===== config.mk =====
export PLATFORM = sky130hd
export DESIGN_NAME = if_stage
export DESIGN_NICKNAME = d
export VERILOG_FILES = /design/src/rtl/if_stage_pkg.sv /design/src/rtl/if_stage_fetch_fifo.sv /design/src/rtl/if_stage.sv
export SDC_FILE = /design/constraint.sdc
export NUM_CORES = 1
export LEC_CHECK = 0
export ABC_AREA = 1
export CORE_AREA = 2 2 173 175
export CTS_CLUSTER_DIAMETER = 150
export CTS_CLUSTER_SIZE = 12
export DETAILED_ROUTE_END_ITERATION = 7
export DIE_AREA = 0 0 175 177
export GPL_TIMING_DRIVEN = 1
export MAX_ROUTING_LAYER = met4
export PLACE_DENSITY_LB_ADDON = 0.1
export SLEW_MARGIN = 40
export SYNTH_ARGS = -nofsm -noshare
export SYNTH_HDL_FRONTEND = slang
export SYNTH_SLANG_ARGS = --single-unit

===== constraint.sdc =====
create_clock -name clk -period 3.2 [get_ports clk]
set_input_delay 0.48 -clock clk [delete_from_list [all_inputs] [get_ports clk]]
set_output_delay 0.48 -clock clk [all_outputs]
set_load 0.01 [all_outputs]

===== src/rtl/if_stage_pkg.sv =====
// Shared constants and types for the instruction-fetch stage and its response buffer.
package if_stage_pkg;

  localparam int unsigned PC_WIDTH_DEF = 32;
  localparam int unsigned INST_W       = 32;
  localparam int unsigned CNT_W        = 2;
  localparam int unsigned SUM_W        = CNT_W + 1;
  localparam int unsigned MAX_INFLIGHT = 2;

  localparam logic [INST_W-1:0] INST_NOP = 32'h0000_0013;

  typedef enum logic {
    ST_RUN   = 1'b0,
    ST_DRAIN = 1'b1
  } fetch_state_e;

  // Fetch may issue only while requests in flight plus buffered words leave a free slot.
  function automatic logic slot_free(input logic [CNT_W-1:0] outst,
                                     input logic [CNT_W-1:0] count);
    return (SUM_W'(outst) + SUM_W'(count)) < SUM_W'(MAX_INFLIGHT);
  endfunction

endpackage


===== src/rtl/if_stage_fetch_fifo.sv =====
// Two-entry {pc, inst} buffer between the instruction memory and the IF/ID register.
module fetch_fifo
  import if_stage_pkg::*;
#(
  parameter int unsigned PC_WIDTH = PC_WIDTH_DEF
) (
  input  logic                clk,
  input  logic                rst,
  input  logic                push,
  input  logic                pop,
  input  logic                flush,
  input  logic [PC_WIDTH-1:0] push_pc,
  input  logic [INST_W-1:0]   push_inst,
  output logic                full,
  output logic                empty,
  output logic [CNT_W-1:0]    count,
  output logic [PC_WIDTH-1:0] head_pc,
  output logic [INST_W-1:0]   head_inst
);

  logic [PC_WIDTH-1:0] pc_q   [2];
  logic [PC_WIDTH-1:0] pc_d   [2];
  logic [INST_W-1:0]   inst_q [2];
  logic [INST_W-1:0]   inst_d [2];
  logic                head_q, head_d;
  logic [CNT_W-1:0]    count_q, count_d;
  logic                pop_ok, push_ok, wr_idx;

  // A push into a full buffer is allowed only when the head leaves in the same cycle.
  always_comb begin
    pc_d    = pc_q;
    inst_d  = inst_q;
    head_d  = head_q;
    count_d = count_q;
    pop_ok  = pop && (count_q != '0);
    push_ok = push && ((count_q != CNT_W'(2)) || pop_ok);
    wr_idx  = head_q ^ count_q[0];
    if (flush) begin
      head_d  = 1'b0;
      count_d = '0;
    end else begin
      if (push_ok) begin
        pc_d[wr_idx]   = push_pc;
        inst_d[wr_idx] = push_inst;
      end
      if (pop_ok) head_d = ~head_q;
      count_d = count_q + CNT_W'(push_ok) - CNT_W'(pop_ok);
    end
  end

  always_ff @(posedge clk) begin
    if (rst) begin
      head_q    <= 1'b0;
      count_q   <= '0;
      pc_q[0]   <= '0;
      pc_q[1]   <= '0;
      inst_q[0] <= INST_NOP;
      inst_q[1] <= INST_NOP;
    end else begin
      head_q  <= head_d;
      count_q <= count_d;
      pc_q    <= pc_d;
      inst_q  <= inst_d;
    end
  end

  assign full      = (count_q == CNT_W'(2));
  assign empty     = (count_q == '0);
  assign count     = count_q;
  assign head_pc   = pc_q[head_q];
  assign head_inst = inst_q[head_q];

endmodule


===== src/rtl/if_stage.sv =====
// Instruction fetch stage: issues sequential fetches, buffers returned words, and
// drains stale responses after a redirect before resuming at the new target.
module if_stage
  import if_stage_pkg::*;
#(
  parameter int unsigned         PC_WIDTH = PC_WIDTH_DEF,
  parameter logic [PC_WIDTH-1:0] RESET_PC = '0
) (
  input  logic                clk,
  input  logic                rst,
  output logic                imem_req_valid,
  input  logic                imem_req_ready,
  output logic [PC_WIDTH-1:0] imem_req_addr,
  input  logic                imem_resp_valid,
  input  logic [INST_W-1:0]   imem_resp_data,
  input  logic                redirect_valid,
  input  logic [PC_WIDTH-1:0] redirect_pc,
  input  logic                id_stall,
  output logic                if_valid,
  output logic [PC_WIDTH-1:0] if_pc,
  output logic [INST_W-1:0]   if_inst
);

  localparam logic [PC_WIDTH-1:0] ALIGN_MASK = ~PC_WIDTH'(3);
  localparam logic [PC_WIDTH-1:0] PC_STEP    = PC_WIDTH'(4);

  fetch_state_e        state_q, state_d;
  logic [PC_WIDTH-1:0] pc_q, pc_d;
  logic [CNT_W-1:0]    outst_q, outst_d;

  logic                req_valid, accept, resp_take, discard, push, pop;
  logic [PC_WIDTH-1:0] resp_pc;
  logic                fifo_full, fifo_empty;
  logic [CNT_W-1:0]    fifo_count;
  logic [PC_WIDTH-1:0] head_pc;
  logic [INST_W-1:0]   head_inst;

  fetch_fifo #(.PC_WIDTH(PC_WIDTH)) u_fifo (
    .clk       (clk),
    .rst       (rst),
    .push      (push),
    .pop       (pop),
    .flush     (redirect_valid),
    .push_pc   (resp_pc),
    .push_inst (imem_resp_data),
    .full      (fifo_full),
    .empty     (fifo_empty),
    .count     (fifo_count),
    .head_pc   (head_pc),
    .head_inst (head_inst)
  );

  // Live requests are consecutive since the last redirect, so the oldest one's PC
  // sits outst_q words behind the fetch PC.
  always_comb begin
    req_valid = !rst && (state_q == ST_RUN) && slot_free(outst_q, fifo_count);
    accept    = req_valid && imem_req_ready;
    resp_take = imem_resp_valid && (outst_q != '0);
    discard   = redirect_valid || (state_q == ST_DRAIN);
    resp_pc   = pc_q - (PC_WIDTH'(outst_q) << 2);
    pop       = !fifo_empty && !id_stall && !redirect_valid;
    push      = resp_take && !discard && (!fifo_full || pop);
    outst_d   = outst_q + CNT_W'(accept) - CNT_W'(resp_take);
    pc_d      = pc_q;
    state_d   = state_q;
    if (redirect_valid) begin
      pc_d    = redirect_pc & ALIGN_MASK;
      state_d = (outst_d != '0) ? ST_DRAIN : ST_RUN;
    end else begin
      if (accept) pc_d = pc_q + PC_STEP;
      if ((state_q == ST_DRAIN) && (outst_d == '0)) state_d = ST_RUN;
    end
  end

  always_ff @(posedge clk) begin
    if (rst) begin
      state_q <= ST_RUN;
      pc_q    <= RESET_PC & ALIGN_MASK;
      outst_q <= '0;
    end else begin
      state_q <= state_d;
      pc_q    <= pc_d;
      outst_q <= outst_d;
    end
  end

  assign imem_req_valid = req_valid;
  assign imem_req_addr  = pc_q;
  assign if_valid       = !fifo_empty;
  assign if_pc          = fifo_empty ? '0 : head_pc;
  assign if_inst        = fifo_empty ? INST_NOP : head_inst;

endmodule


Word-level counts from Yosys, hierarchy flattened
Index checks and enable logic that the tools add are counted.

word-level totals
  word-level logic and storage cells = 76
  memories kept = 0
  memory bits (writable) = 0
  bits in read-only memories = 0
  input port bits = 70
  register bits after elaboration = 166
  latch bits = 0

operators by class
  $mul = 0
  order comparisons = 4
  divide/modulo/power cells = 0
  add/sub/neg operators = 7
  reductions and logical operators = 30
  shift-type cells = 0
  bitwise gates (word level) = 6
  muxes and demuxes = 17
  equal/unequal tests = 2

operator list
  operator                                                               count
  32-bit two-way mux                                                     11
  64-bit bitwise mux                                                     2
  32-bit by 3-bit adder with 32-bit output (second input constant)       1
  32-bit demux with 1-bit select                                         1
  32-bit by 4-bit subtractor with 32-bit output                          1
  1-bit logical AND                                                      12
  2-bit nonzero test                                                     5
  1-bit zero test                                                        6
  2-bit by 1-bit adder with 2-bit output                                 2
  2-bit >= comparator (second input constant)                            2
  2-bit zero test                                                        2
  1-bit NOT with 2-bit output                                            2
  2-bit by 1-bit subtractor with 2-bit output                            2
  2-bit by 2-bit adder with 3-bit output                                 1
  1-bit logical OR                                                       3
  3-bit by 2-bit < comparator with 1-bit output (second input constant)  1
  1-bit two-way mux                                                      3
  1-bit NOT                                                              3
  2-bit equality test (second input constant)                            1
  2-bit by 1-bit < comparator with 1-bit output (second input constant)  1
  2-bit != test (second input constant)                                  1
  2-bit AND reduction                                                    1
  2-bit OR reduction                                                     1
  1-bit XOR                                                              1

Longest topological paths before layout
Gate-level depths: netlist of run 1.

  depth after elaboration = 10
  mapped depth = 13
  mapped depth without buffers = 13

By module
From an unflattened synthesis of run 1, not the netlist that was laid out.

second synthesis, totals
  cell total of the unflattened synthesis = 1625
  area total of the unflattened synthesis = 9700.6 sq um

by module, submodules not included
  module      area each (sq um)  cells an instance  times used  sequential area each (sq um)
  fetch_fifo  6047.0             978                1           2622.5
  if_stage    3653.5             647                1           660.6

Worst setup path after synthesis of run 1
Ideal clock, no wire load.

  path type = register to register
  from = register u_fifo.count_q[0] (netlist: u_fifo.count[0])
  to = register state_q
  arrival time = 2.063 ns
  data required time = 3.072 ns
  stages on the path, launching flop included = 12
  slack = 1.009 ns
  cells stage by stage = dfxtp_1 nand2_1 inv_1 fa_1 nor2_1 nand4_2 ha_1 inv_1 ha_1 xor2_1 o22ai_1 nor2_1

between the ends
  longest elaborated chain between the ends = 9
  elaborated cells between the ends (all ways) = 12

RTL lines
  item                                                            RTL line                        RTL
  start, declared                                                 if_stage_fetch_fifo.sv:26       logic [CNT_W-1:0] count_q, count_d;
  start signal, assigned                                          if_stage_fetch_fifo.sv:61       count_q <= count_d;
  2-bit by 2-bit adder with 3-bit output *                        if_stage_pkg.sv:20              return (SUM_W'(outst) + SUM_W'(count)) < SUM_W'(MAX_INFLIGHT);
  3-bit by 2-bit < comparator with 1-bit output *                 if_stage_pkg.sv:20
  1-bit logical AND *                                             if_stage.sv:56                  req_valid = !rst && (state_q == ST_RUN) && slot_free(outst_q, fifo_count);
  1-bit logical AND *                                             if_stage.sv:57                  accept = req_valid && imem_req_ready;
  2-bit by 1-bit adder with 2-bit output *                        if_stage.sv:63                  outst_d = outst_q + CNT_W'(accept) - CNT_W'(resp_take);
  2-bit by 1-bit subtractor with 2-bit output *                   if_stage.sv:63
  2-bit nonzero test / 2-bit zero test (equally long branches)    if_stage.sv:68, if_stage.sv:71
  1-bit two-way mux / 1-bit logical AND (equally long branches)   if_stage.sv:68, if_stage.sv:71
  1-bit two-way mux / 2-bit nonzero test (equally long branches)  --
  end signal, assigned                                            if_stage.sv:81                  state_q <= state_d;
  end, declared                                                   if_stage.sv:27                  fetch_state_e state_q, state_d;

Every way passes the cells marked *; elsewhere a longest branch is shown, timed or not.
A chain may end at the register's enable or synchronous reset.

Worst setup path after layout of run 1
  from = register u_fifo.count_q[1] (netlist: u_fifo.count[1])
  to = output port if_pc[6]

between the ends
  longest elaborated chain between the ends = 2

RTL lines
  item                RTL line                   RTL
  2-bit zero test     if_stage_fetch_fifo.sv:68  assign empty = (count_q == '0);
  32-bit two-way mux  if_stage.sv:90             assign if_pc = fifo_empty ? '0 : head_pc;
  end, declared       if_stage.sv:20             output logic [PC_WIDTH-1:0] if_pc,

Every way passes these cells.

==> reports/results.tsv, run 1 <==
stage	metric	value	unit
outcome	status	finished clean	
placed_design	place.gp.congestion	0.867	
final_layout	fin_area	11100	um2
pwr	p_leak	4.49	nW
synth	synthArstFlopShare	0	
grt	gr-total-overflow	0	
worst_hold_path	hold_path_end	u_fifo.pc_q[6]	
cts	postCtsSetupBuffers	0	
placed_design	dp_hpwl	19800	um
timing	holdWs	455	ps
cts	cts_buffer_depth	2	
cts	tritoncts	built	
drt	drt-vias-per-instance	4.69	
drt	drt-pass1-iter-count	5	
synth	yosys.cell_count.top_type	nand2_1	
synth	ys_warn_count	0	
timing	rsz0062_at_grt	false	
final_layout	layout-drive-gt1-share	0.0432	
worst_setup_path	ff2ff_path_depth	11	
worst_setup_path	cp.required	2720	ps
synth	ys_types	36	
timing	min_period	2990	ps
timing	max_slew.worst_pin.slew	800	ps
floorplanning	core	29200	um2
timing	slew_headroom	0.466	
drt	routed_wl	29800	um
cts	clk_pin_slew	80	ps
worst_setup_path	start_kind	register	
floorplanning	die_h	177	um
cts	cts-htree-levels	4	
grt	antenna_found_initial	0	
worst_setup_path	worstPathMaxFanout	16	
synth	synth-edff-count	0	
worst_hold_path	hold_depth	2	
pwr	cellPowerDensity	511	nW/um2
synth	ys.flop_type	dfxtp_1	
worst_setup_path	crit-reg2reg-launch	u_fifo.count[0]	
cts	ctsHoldBuffers	0	
cts	insertion_delay	440	ps
drt	drt-initial-drc-count	636	
timing	finalCritPeriodShare	0.934	
floorplanning	die_width	175	um
placed_design	placed_cell_area	10500	um2
drt	drtAntennaViolNets	0	
cts	clock-sinks	160	
job	cap_violations	0	
pwr	total_power	5.65	mW
drt	wl_per_cell	15.7	um
worst_hold_path	holdCritStartpoint	u_fifo.pc_q[6]	
timing	timing.final.max_slew_violations	0	
final_layout	fillCellCount	3201	
cts	cts_root_buf	clkbuf_16	
synth	synthTopCellsByArea	dfxtp_1, nand2_1, nor2_1	
timing	finClkSkew	15.0	ps
synth	avgSynthCellArea	6.25	um2
cts	cts_resized	0	
floorplanning	io_pins	168	
worst_setup_path	worst-setup-path-type	register to output pin	
synth	ys_seq_area_frac	0.372	
worst_setup_path	rrSetupSlack	630	ps
synth	synth_top_area_cell	dfxtp_1	
worst_setup_path	rr_endpoint	state_q	
grt	grt_use_total	0.197	
floorplanning	die-area	31000	um2
final_layout	final_net_count	1572	
placed_design	io_buffers	161	
synth	synth-seq-cells	160	
worst_setup_path	crit_path_start	u_fifo.count[1]	
final_layout	area_growth	28.4	%
worst_setup_path	end_kind	output pin	
floorplanning	rows	63	
pwr	vdd_drop_max	320	uV
synth	synth_top_area_share	0.372	
timing	fmax	334	MHz
floorplanning	initial_core_util	0.295	
cts	cts_buffers	17	
synth	syn_area	8620	um2
final_layout	final_cells	1896	
final_layout	antennaDiodeCount	0	
drt	drc	0	
synth	syn_inst	1378	
grt	grt_pass1_vias	8416	
drt	vias	8885	
synth	yosys-top-cells-count	nand2_1, nor2_1, dfxtp_1	
worst_hold_path	hold_class	register to register	
grt	grt_first_pass_wirelength	46800	um
placed_design	dp.cells	1864	
timing	finalHoldViolations	0	
worst_setup_path	worstPathArrival	2510	ps
timing	setup_tns	0	ps
grt	grt_max_degree	104	
timing	setup_violations	0	
==> sequential cells by signal, summed over array words and instances, names as in the netlist <==
register	count
u_fifo.inst_q	64
u_fifo.pc_q	60
outst_q	2
state_q	1
u_fifo.head_q	1
imem_req_addr	30
u_fifo.count	2
==> layer usage <==
layer,global-route usage,wire (um)
met3,0.0247,1110
met1,0.255,14100
met4,0.0531,436
met2,0.325,14100
met5,-,0
==> final cells by class <==
cell class	instances	area, um2	share of cell area
clock inverter	15	183	0.0165
clock buffer	17	425	0.0385
sequential	160	3200	0.290
tap	390	488	0.0441
timing repair buffer	175	1730	0.156
multi-input combinational	1009	4540	0.411
inverter	130	490	0.0443
==> stage by stage <==
stage	util	worst slack, ps
floorplan	-	1010
global placement	0.357	608
detailed placement	0.358	600
CTS	0.378	180
global route	0.378	52.5
finish	0.378	210
==> placed cells by master, fill, tap and decap left out, types with 2 or more instances in the layout <==
| cell | synthesis | routed |
|---|---|---|
| conb_1 | 1 | 4 |
| inv_12 | 0 | 2 |
| clkbuf_16 | 0 | 17 |
| inv_1 | 127 | 126 |
| a31oi_1 | 7 | 7 |
| buf_4 | 13 | 12 |
| ha_1 | 7 | 7 |
| fa_1 | 2 | 2 |
| nor2_2 | 6 | 4 |
| clkdlybuf4s50_1 | 0 | 160 |
| inv_6 | 0 | 4 |
| o21ai_0 | 139 | 139 |
| xor2_1 | 21 | 21 |
| xnor2_1 | 4 | 4 |
| a21oi_1 | 107 | 107 |
| inv_8 | 0 | 3 |
| nand4_1 | 6 | 6 |
| nand3_1 | 78 | 78 |
| inv_2 | 3 | 3 |
| nand3b_1 | 3 | 3 |
| dfxtp_1 | 160 | 159 |
| nor2_4 | 1 | 3 |
| nor2_1 | 293 | 293 |
| nand2_1 | 318 | 318 |
| clkinv_8 | 0 | 4 |
| nor3_1 | 2 | 2 |
==> worst max-delay path by stage <==
stage	endpoint	slack (ps)
after floorplan	state_q	1010
after global placement	u_fifo.inst_q[16]	610
after detailed placement	u_fifo.inst_q[16]	600
after CTS	if_pc[6]	180
after global routing	if_pc[21]	50
final	if_pc[6]	210
==> cells by family after synthesis <==
logic type / count (synthesis) / share of synthesized area
AO/OA/AOI/OAI: 258 / 0.152
XOR/XNOR: 26 / 0.0273
adder cells (fa/ha/maj): 9 / 0.0148
buffers and inverters: 212 / 0.104
flip-flops: 160 / 0.372
other: 1 / 0.000435
AND/OR/NAND/NOR: 712 / 0.330
==> power by group <==
group | total, mW | internal [mW] | switching (mW)
Sequential | 2.34 | 2.18 | 0.157
Clock | 2.11 | 1.07 | 1.04
Combinational | 1.21 | 0.456 | 0.750
Total | 5.65 | 3.70 | 1.95
==> critical path: stages, from the launching register on <==
cell and delay, ps:
dfxtp_1 460, nor2_4 80, inv_1 460, buf_4 250
o21ai_0 80, a21oi_1 140, clkdlybuf4s50_1 610
Note: power is estimated with default switching activity, not from simulation.
==> run 2: changes to the inputs <==
--- a/config.mk
+++ b/config.mk
@@ -7,6 +7,7 @@
 export LEC_CHECK = 0
 export ABC_AREA = 1
 export CORE_AREA = 2 2 173 175
+export CTS_BUF_LIST = sky130_fd_sc_hd__clkbuf_16
 export CTS_CLUSTER_DIAMETER = 150
 export CTS_CLUSTER_SIZE = 12
 export DETAILED_ROUTE_END_ITERATION = 7
==> constraint.sdc (replaced) <==
create_clock -name clk -period 3.42 [get_ports clk]
set_input_delay 0.513 -clock clk [delete_from_list [all_inputs] [get_ports clk]]
set_output_delay 0.513 -clock clk [all_outputs]
set_load 0.01 [all_outputs]
==> reports/results.tsv, run 2 (synthesis results as in run 1) <==
stage	metric	value	unit
timing	finalCritPeriodShare	0.903	
timing	finalHoldViolations	0	
floorplanning	die_width	175	um
drt	routed_wl	29600	um
grt	grt_first_pass_wirelength	46900	um
placed_design	io_buffers	161	
cts	ctsHoldBuffers	0	
timing	setup_tns	0	ps
timing	max_slew.worst_pin.slew	746	ps
drt	wl_per_cell	15.6	um
pwr	vdd_drop_max	291	uV
worst_setup_path	ff2ff_path_depth	10	
final_layout	final_cells	1898	
cts	cts_buffers	17	
cts	cts_resized	0	
floorplanning	core	29200	um2
worst_setup_path	setup.worst_path.end	if_pc[21]	
worst_setup_path	worstPathMaxFanout	19	
worst_setup_path	rr_endpoint	imem_req_addr[26]	
worst_setup_path	cp.required	2910	ps
cts	clock-sinks	160	
grt	gr-total-overflow	0	
final_layout	antennaDiodeCount	0	
job	cap_violations	0	
grt	grt_pass1_vias	8446	
worst_setup_path	worst-setup-path-type	register to output pin	
grt	antenna_found_initial	0	
grt	use_met3	0.0277	
worst_setup_path	worstPathArrival	2570	ps
grt	grt_use_total	0.197	
placed_design	place.gp.congestion	0.887	
timing	slew_headroom	0.503	
cts	insertion_delay	440	ps
worst_setup_path	crit-reg2reg-launch	u_fifo.count[0]	
placed_design	dp_hpwl	19900	um
placed_design	placed_cell_area	10500	um2
pwr	cellPowerDensity	477	nW/um2
timing	fmax	324	MHz
grt	use_met2	0.328	
final_layout	area_growth	28.8	%
floorplanning	io_pins	168	
drt	drt-vias-per-instance	4.68	
drt	drt-initial-drc-count	634	
grt	grt-busiest-layer	met2	
cts	cts_root_buf	clkbuf_16	
timing	holdWs	455	ps
timing	timing.final.max_slew_violations	0	
timing	rsz0062_at_grt	false	
final_layout	fin_area	11100	um2
worst_setup_path	end_kind	output pin	
outcome	status	finished clean	
worst_setup_path	rrSetupSlack	880	ps
final_layout	layout-drive-gt1-share	0.0444	
worst_hold_path	hold_class	register to register	
drt	drt-pass1-iter-count	6	
final_layout	layout_common_cells	nand2_1, nor2_1, clkdlybuf4s50_1	
final_layout	layout_commonest_cell	nand2_1	
floorplanning	rows	63	
floorplanning	initial_core_util	0.295	
final_layout	final_net_count	1574	
timing	finClkSkew	22.4	ps
pwr	p_leak	4.50	nW
grt	grt_max_degree	104	
timing	min_period	3090	ps
cts	tritoncts	built	
drt	vias	8877	
timing	setup_violations	0	
cts	cts_buffer_depth	2	
grt	met1_usage	0.255	
cts	clk_pin_slew	80	ps
worst_setup_path	crit_path_start	u_fifo.count[1]	
floorplanning	die-area	31000	um2
final_layout	largest_register_ffs	64	
placed_design	dp.cells	1866	
drt	drtAntennaViolNets	0	
final_layout	post-route-util	0.379	
cts	postCtsSetupBuffers	0	
final_layout	top_register	u_fifo.inst_q	
worst_setup_path	start_kind	register	
floorplanning	die_h	177	um
cts	cts-htree-levels	4	
drt	drc	0	
run 2: worst min path at each step:
stage                           start                end  slack [ps]  depth (start not counted)
detailed placement  u_fifo.inst_q[33]  u_fifo.inst_q[33]         440                          2
floorplan            u_fifo.inst_q[0]   u_fifo.inst_q[0]         430                          2
finish                 u_fifo.pc_q[6]     u_fifo.pc_q[6]         450                          2
global route         u_fifo.inst_q[1]   u_fifo.inst_q[1]         490                          2
CTS                    u_fifo.pc_q[6]     u_fifo.pc_q[6]         450                          2
global placement    u_fifo.inst_q[32]  u_fifo.inst_q[32]         440                          2
run 2: per-layer routing:
layer  vias to the layer above  part of all wire
met1                      4055              0.48
met5                         -                 0
met2                       227              0.47
met3                        23             0.037
met4                         0             0.012
li1                       4572                 -
run 2: worst max-delay path: stages (launching register included):
cell and delay [ps]:
dfxtp_1 470, nor2_4 70, inv_1 520, o21ai_0 180, a21oi_1 280, clkdlybuf4s50_1 600
run 2: per-stage QoR:
| stage | setup slack, ps | total power, mW |
|---|---|---|
| finish | 333 | 5.30 |
| global route | 128 | 5.60 |
| CTS | 307 | 5.36 |
| detailed placement | 807 | 3.37 |
| global placement | 759 | 3.36 |
| floorplan | 1230 | 2.94 |
run 2: layout make-up:
type / instances / area (um2)
flip-flops and latches: 160 / 3200
clock inverters: 15 / 188
multi-input cells: 1009 / 4540
fillers: 3165 / 18100
repair buffers: 177 / 1760
inverters: 130 / 493
clock buffers: 17 / 425
well taps: 390 / 488
run 2: power by group:
group | total [mW] | switching, mW | internal [mW]
Clock | 1.98 | 0.979 | 0.999
Sequential | 2.18 | 0.145 | 2.04
Combinational | 1.13 | 0.703 | 0.431
==> edit 1: new RTL, flow settings as in run 2 <==
`PC_WIDTH_DEF`: 32 -> 24.
--- a/src/rtl/if_stage_pkg.sv
+++ b/src/rtl/if_stage_pkg.sv
@@ -3,3 +3,3 @@
 
-  localparam int unsigned PC_WIDTH_DEF = 32;
+  localparam int unsigned PC_WIDTH_DEF = 24;
   localparam int unsigned INST_W       = 32;
Interface: changed (resized if_pc, imem_req_addr and redirect_pc); port bits go from 168 to 144. No check against the original RTL was run, so the function may have changed too.
==> edit 1 against run 2 <==
  * Sequential cell count fell by 24
  * Setup slack improved by 0.16 ns
  * Combinational power is 9.7% lower
  * Sequential power shrank 14%
  * Final cell count is 17% lower
  * Design area shrank 17%
  * Power is 12% lower
  * Register-to-register slack worse by 0.20 ns
  * Via count is 21% lower
  * Wire length down 18%
  * Synthesized cell count is 22% lower
  * Fmax grew 5.4%
  * Area after synthesis fell by 18%
  * Largest power group unchanged
==> edit 1: results (changes against run 2) <==
* Post-synth top flop: dfxtp_1 (unchanged)
* Seq/Total Area, Yosys at 38.60% (was 37.17%)
* Crit Path Max Fanout at 4 (was 19)
* Worst hold slack at 0.4595 ns (was 0.4550 ns)
* DRT iter0 DRCs at 400 (was 634)
* Dpl ws at 0.6258 ns (was 0.8068 ns)
* Library cells used by synthesis at 40 (was 36)
* Number of global-route vias before repair at 6880 (was 8446)
* Drt first pass iters at 5 (was 6)
* Post-synth top cells: nor2_1, nand2_1, dfxtp_1 (was nand2_1, nor2_1, dfxtp_1)
* Lkg Pwr at 3.662 nW (was 4.502 nW)
* Vias at 7030 (was 8877)
* R2R Setup Slk at 0.68 ns (was 0.88 ns)
* Nets at 1247 (was 1574)
* Layout cell share with drive strength beyond 1 at 5.635% (was 4.443%)
* Hold_sp: u_fifo.inst_q[32]$_SDFFE_PP1P_ (was u_fifo.pc_q[6]$_SDFFE_PP0P_)
* Worst Hold Path EP: u_fifo.inst_q[32]$_SDFFE_PP1P_ (was u_fifo.pc_q[6]$_SDFFE_PP0P_)
* GR Util All Layers at 16.08% (was 19.73%)
* Outcome: complete, no violations (unchanged)
* Peak per-stage delay on the critical path at 0.53 ns (was 0.60 ns)
* Post-Route WL at 24170 um (was 29620 um)
* Clk_skew at 0.01299 ns (was 0.02236 ns)
* IO Port Bufs at 137 (was 161)
* CP max-delay cell: dfxtp_1 (was clkdlybuf4s50_1)
* Gpl congestion at 0.8143 (was 0.8868)
* Data arrival, critical path at 2.42 ns (was 2.57 ns)
* Fillers at 3249 (was 3165)
* DP Wirelength at 16270 um (was 19910 um)
-- edit 1: cell types whose count changed after synthesis, moves of 11 or more --
cell     before  now
a21oi_1     107   80
dfxtp_1     160  136
inv_1       127   69
nand2_1     318  228
nand3_1      78   55
nor2_1      293  243
o21ai_0     139  100
xor2_1       21   10
-- edit 1: per-stage QoR --
| step | utilization, % | instances | instance area [um^2] |
|---|---|---|---|
| after floorplan | - | 1078 | 7064 |
| after global routing | 31.68 | 1579 | 9264 |
| after CTS | 31.68 | 1579 | 9264 |
| after global placement | 29.75 | 1547 | 8700 |
| after detailed placement | 29.76 | 1547 | 8702 |
| final | 31.68 | 1579 | 9264 |
-- edit 1: how the worst max path moves through the flow --
stage / start / slack [ns] / endpoint
finish: u_fifo.count[0]$_SDFF_PP0_ / 0.49 / imem_req_valid
global route: u_fifo.count[0]$_SDFF_PP0_ / 0.31 / imem_req_valid
CTS: u_fifo.count[0]$_SDFF_PP0_ / 0.44 / imem_req_valid
detailed placement: u_fifo.count[0]$_SDFF_PP0_ / 0.63 / imem_req_addr[9]$_SDFFE_PP0P_
global placement: u_fifo.count[0]$_SDFF_PP0_ / 0.62 / imem_req_addr[9]$_SDFFE_PP0P_
floorplan: u_fifo.count[0]$_SDFF_PP0_ / 1.12 / state_q$_SDFFE_PP0P_
-- edit 1: kinds of logic after synthesis --
kind of cell / after synthesis / share of synthesized area (%)
and+or+nand+nor: 555 / 32.30
AOI/OAI and AO/OA: 208 / 15.54
buffers and inverters: 148 / 9.189
DFF: 136 / 38.60
xor gates and xnor gates: 18 / 2.501
adders and majority gates: 9 / 1.809
other: 1 / 0.05317
-- edit 1: power by group --
part / total (W) / switching [W] / internal (W)
Sequential: 0.00187 / 0.000127 / 0.00174
Combinational: 0.00102 / 0.000629 / 0.000389
Clock: 0.00175 / 0.000796 / 0.000958
Total: 0.00464 / 0.00155 / 0.00309
-- edit 1: worst min-delay path, delay by kind of cell, from the launching register on --
family           cells  cell delay (ns)
DFF                  1             0.33
and+or+nand+nor      2             0.10
-- edit 1: layout make-up --
| type | instances | share of cell area, % |
|---|---|---|
| Timing Repair Buffer | 151 | 16.21 |
| Inverter | 76 | 3.106 |
| Clock inverter | 15 | 1.472 |
| Sequential cell | 136 | 29.40 |
| Clock buffer | 17 | 4.592 |
| Multi-Input combinational cell | 794 | 39.95 |
| Tap cell | 390 | 5.267 |
-- edit 1: per-layer routing --
metal	track usage (%)	part of all wire [%]
met2	26.53	47
met5	-	0
met1	20.76	49
met4	3.472	1.0
met3	2.620	3.1
==> edit 2: new RTL, flow settings as in run 2 <==
Without the edit above. Reset style: asynchronous (`rst`), changed in 2 clocked blocks.
--- a/src/rtl/if_stage_fetch_fifo.sv
+++ b/src/rtl/if_stage_fetch_fifo.sv
@@ -50,3 +50,3 @@
 
-  always_ff @(posedge clk) begin
+  always_ff @(posedge clk or posedge rst) begin
     if (rst) begin
--- a/src/rtl/if_stage.sv
+++ b/src/rtl/if_stage.sv
@@ -74,3 +74,3 @@
 
-  always_ff @(posedge clk) begin
+  always_ff @(posedge clk or posedge rst) begin
     if (rst) begin
Formal check against the unedited RTL: differs if rst is asserted again (counterexample within 4 cycles, from zero or initial values and one cycle with rst high); with rst held inactive, the same outputs for 4 cycles.
==> edit 2 against run 2 <==
  * Setup slack better by 0.072 ns
  * Wire length decreased by 4.9%
  * Design area increased by 3.1%
  * Sequential share of layout area rose by 6.2 points
  * Area after synthesis up 3.6%
  * Sequential cell count is the same
Power is not compared: it rests on default switching activity, and its combinational part moved more than twofold at a synthesized area within 25%.
==> edit 2: results (changes against run 2) <==
* Drt first pass iters at 5 (was 6)
* Met3 WL at 1194 um (was 1088 um)
* DRT iter0 DRCs at 585 (was 634)
* First-pass GRT wire length at 44310 um (was 46860 um)
* CP startpoint: u_fifo.count[0]$_DFF_PP0_ (was u_fifo.count[1]$_SDFF_PP0_)
* Largest net degree at the start of global routing at 90 (was 104)
* Syn Inst Count at 1267 (was 1378)
* Synth area leaders: dfrtp_1, nand2_1, nor2_1 (was dfxtp_1, nand2_1, nor2_1)
* Slew margin rel. at 53.60% (was 50.29%)
* Cell count of the worst reg-to-reg path at 12 (was 10)
* Hold_sp: u_fifo.pc_q[42]$_DFFE_PP0P_ (was u_fifo.pc_q[6]$_SDFFE_PP0P_)
* Gpl congestion at 0.9208 (was 0.8868)
* Final WS setup at 0.4047 ns (was 0.3330 ns)
* FF-to-FF End: state_q$_DFFE_PP0P_ (was imem_req_addr[26]$_SDFFE_PP0P_)
* Finished Layout Cells at 1798 (was 1898)
* R2R Setup Slk at 0.83 ns (was 0.88 ns)
* Fillers at 3133 (was 3165)
* Avg WL per Cell at 15.66 um (was 15.61 um)
* Outcome: complete, no violations (unchanged)
* Grt met1 use at 26.19% (was 25.54%)
* Dpl ws at 0.7878 ns (was 0.8068 ns)
* Placed Instance Area at 10870 um^2 (was 10490 um^2)
* Number of global-route vias before repair at 7942 (was 8446)
* Seq/Total Area, Yosys at 44.93% (was 37.17%)
* Met2 Track Usage GR at 28.97% (was 32.77%)
* Clk_skew at 0.01696 ns (was 0.02236 ns)
* Data arrival, critical path at 2.50 ns (was 2.57 ns)
* Peak per-stage delay on the critical path at 0.62 ns (was 0.60 ns)
* Crit Path Max Fanout at 15 (was 19)
* Met2 Wirelength at 12530 um (was 14050 um)
* GR Util All Layers at 19.05% (was 19.73%)
* Worst Setup EP: if_pc[24] (was if_pc[21])
* DP Wirelength at 19310 um (was 19910 um)
-- edit 2: cell count changes in the layout (fill, tap and decap cells not counted), sizes merged, moves of 4 or more --
cell	before	now
dfrtp	0	154
a21oi	107	63
o21ai	140	119
nor2	300	118
dfxtp	160	0
a31oi	7	1
o211ai	1	5
dfstp	0	6
inv	137	121
nand2	319	516
nand3	79	47
-- edit 2: layout make-up --
cell class                      instances  area, um^2  share of cell area [%]
Clock buffer                           17       425.4                   3.718
Clock inverter                         15       150.1                   1.312
Inverter                              113       430.4                   3.762
Multi-Input combinational cell        927        4163                   36.38
Sequential cell                       160        4013                   35.07
Tap cell                              390       488.0                   4.265
Timing Repair Buffer                  176        1773                   15.49
-- edit 2: logic make-up after synthesis --
logic type | synth area share, %
AO/OA/AOI/OAI | 11.45
XOR/XNOR | 3.027
adder cells (fa/ha/maj) | 1.429
buffers and inverters | 8.660
flip-flops | 44.93
other | 0.04200
AND/OR/NAND/NOR | 30.47
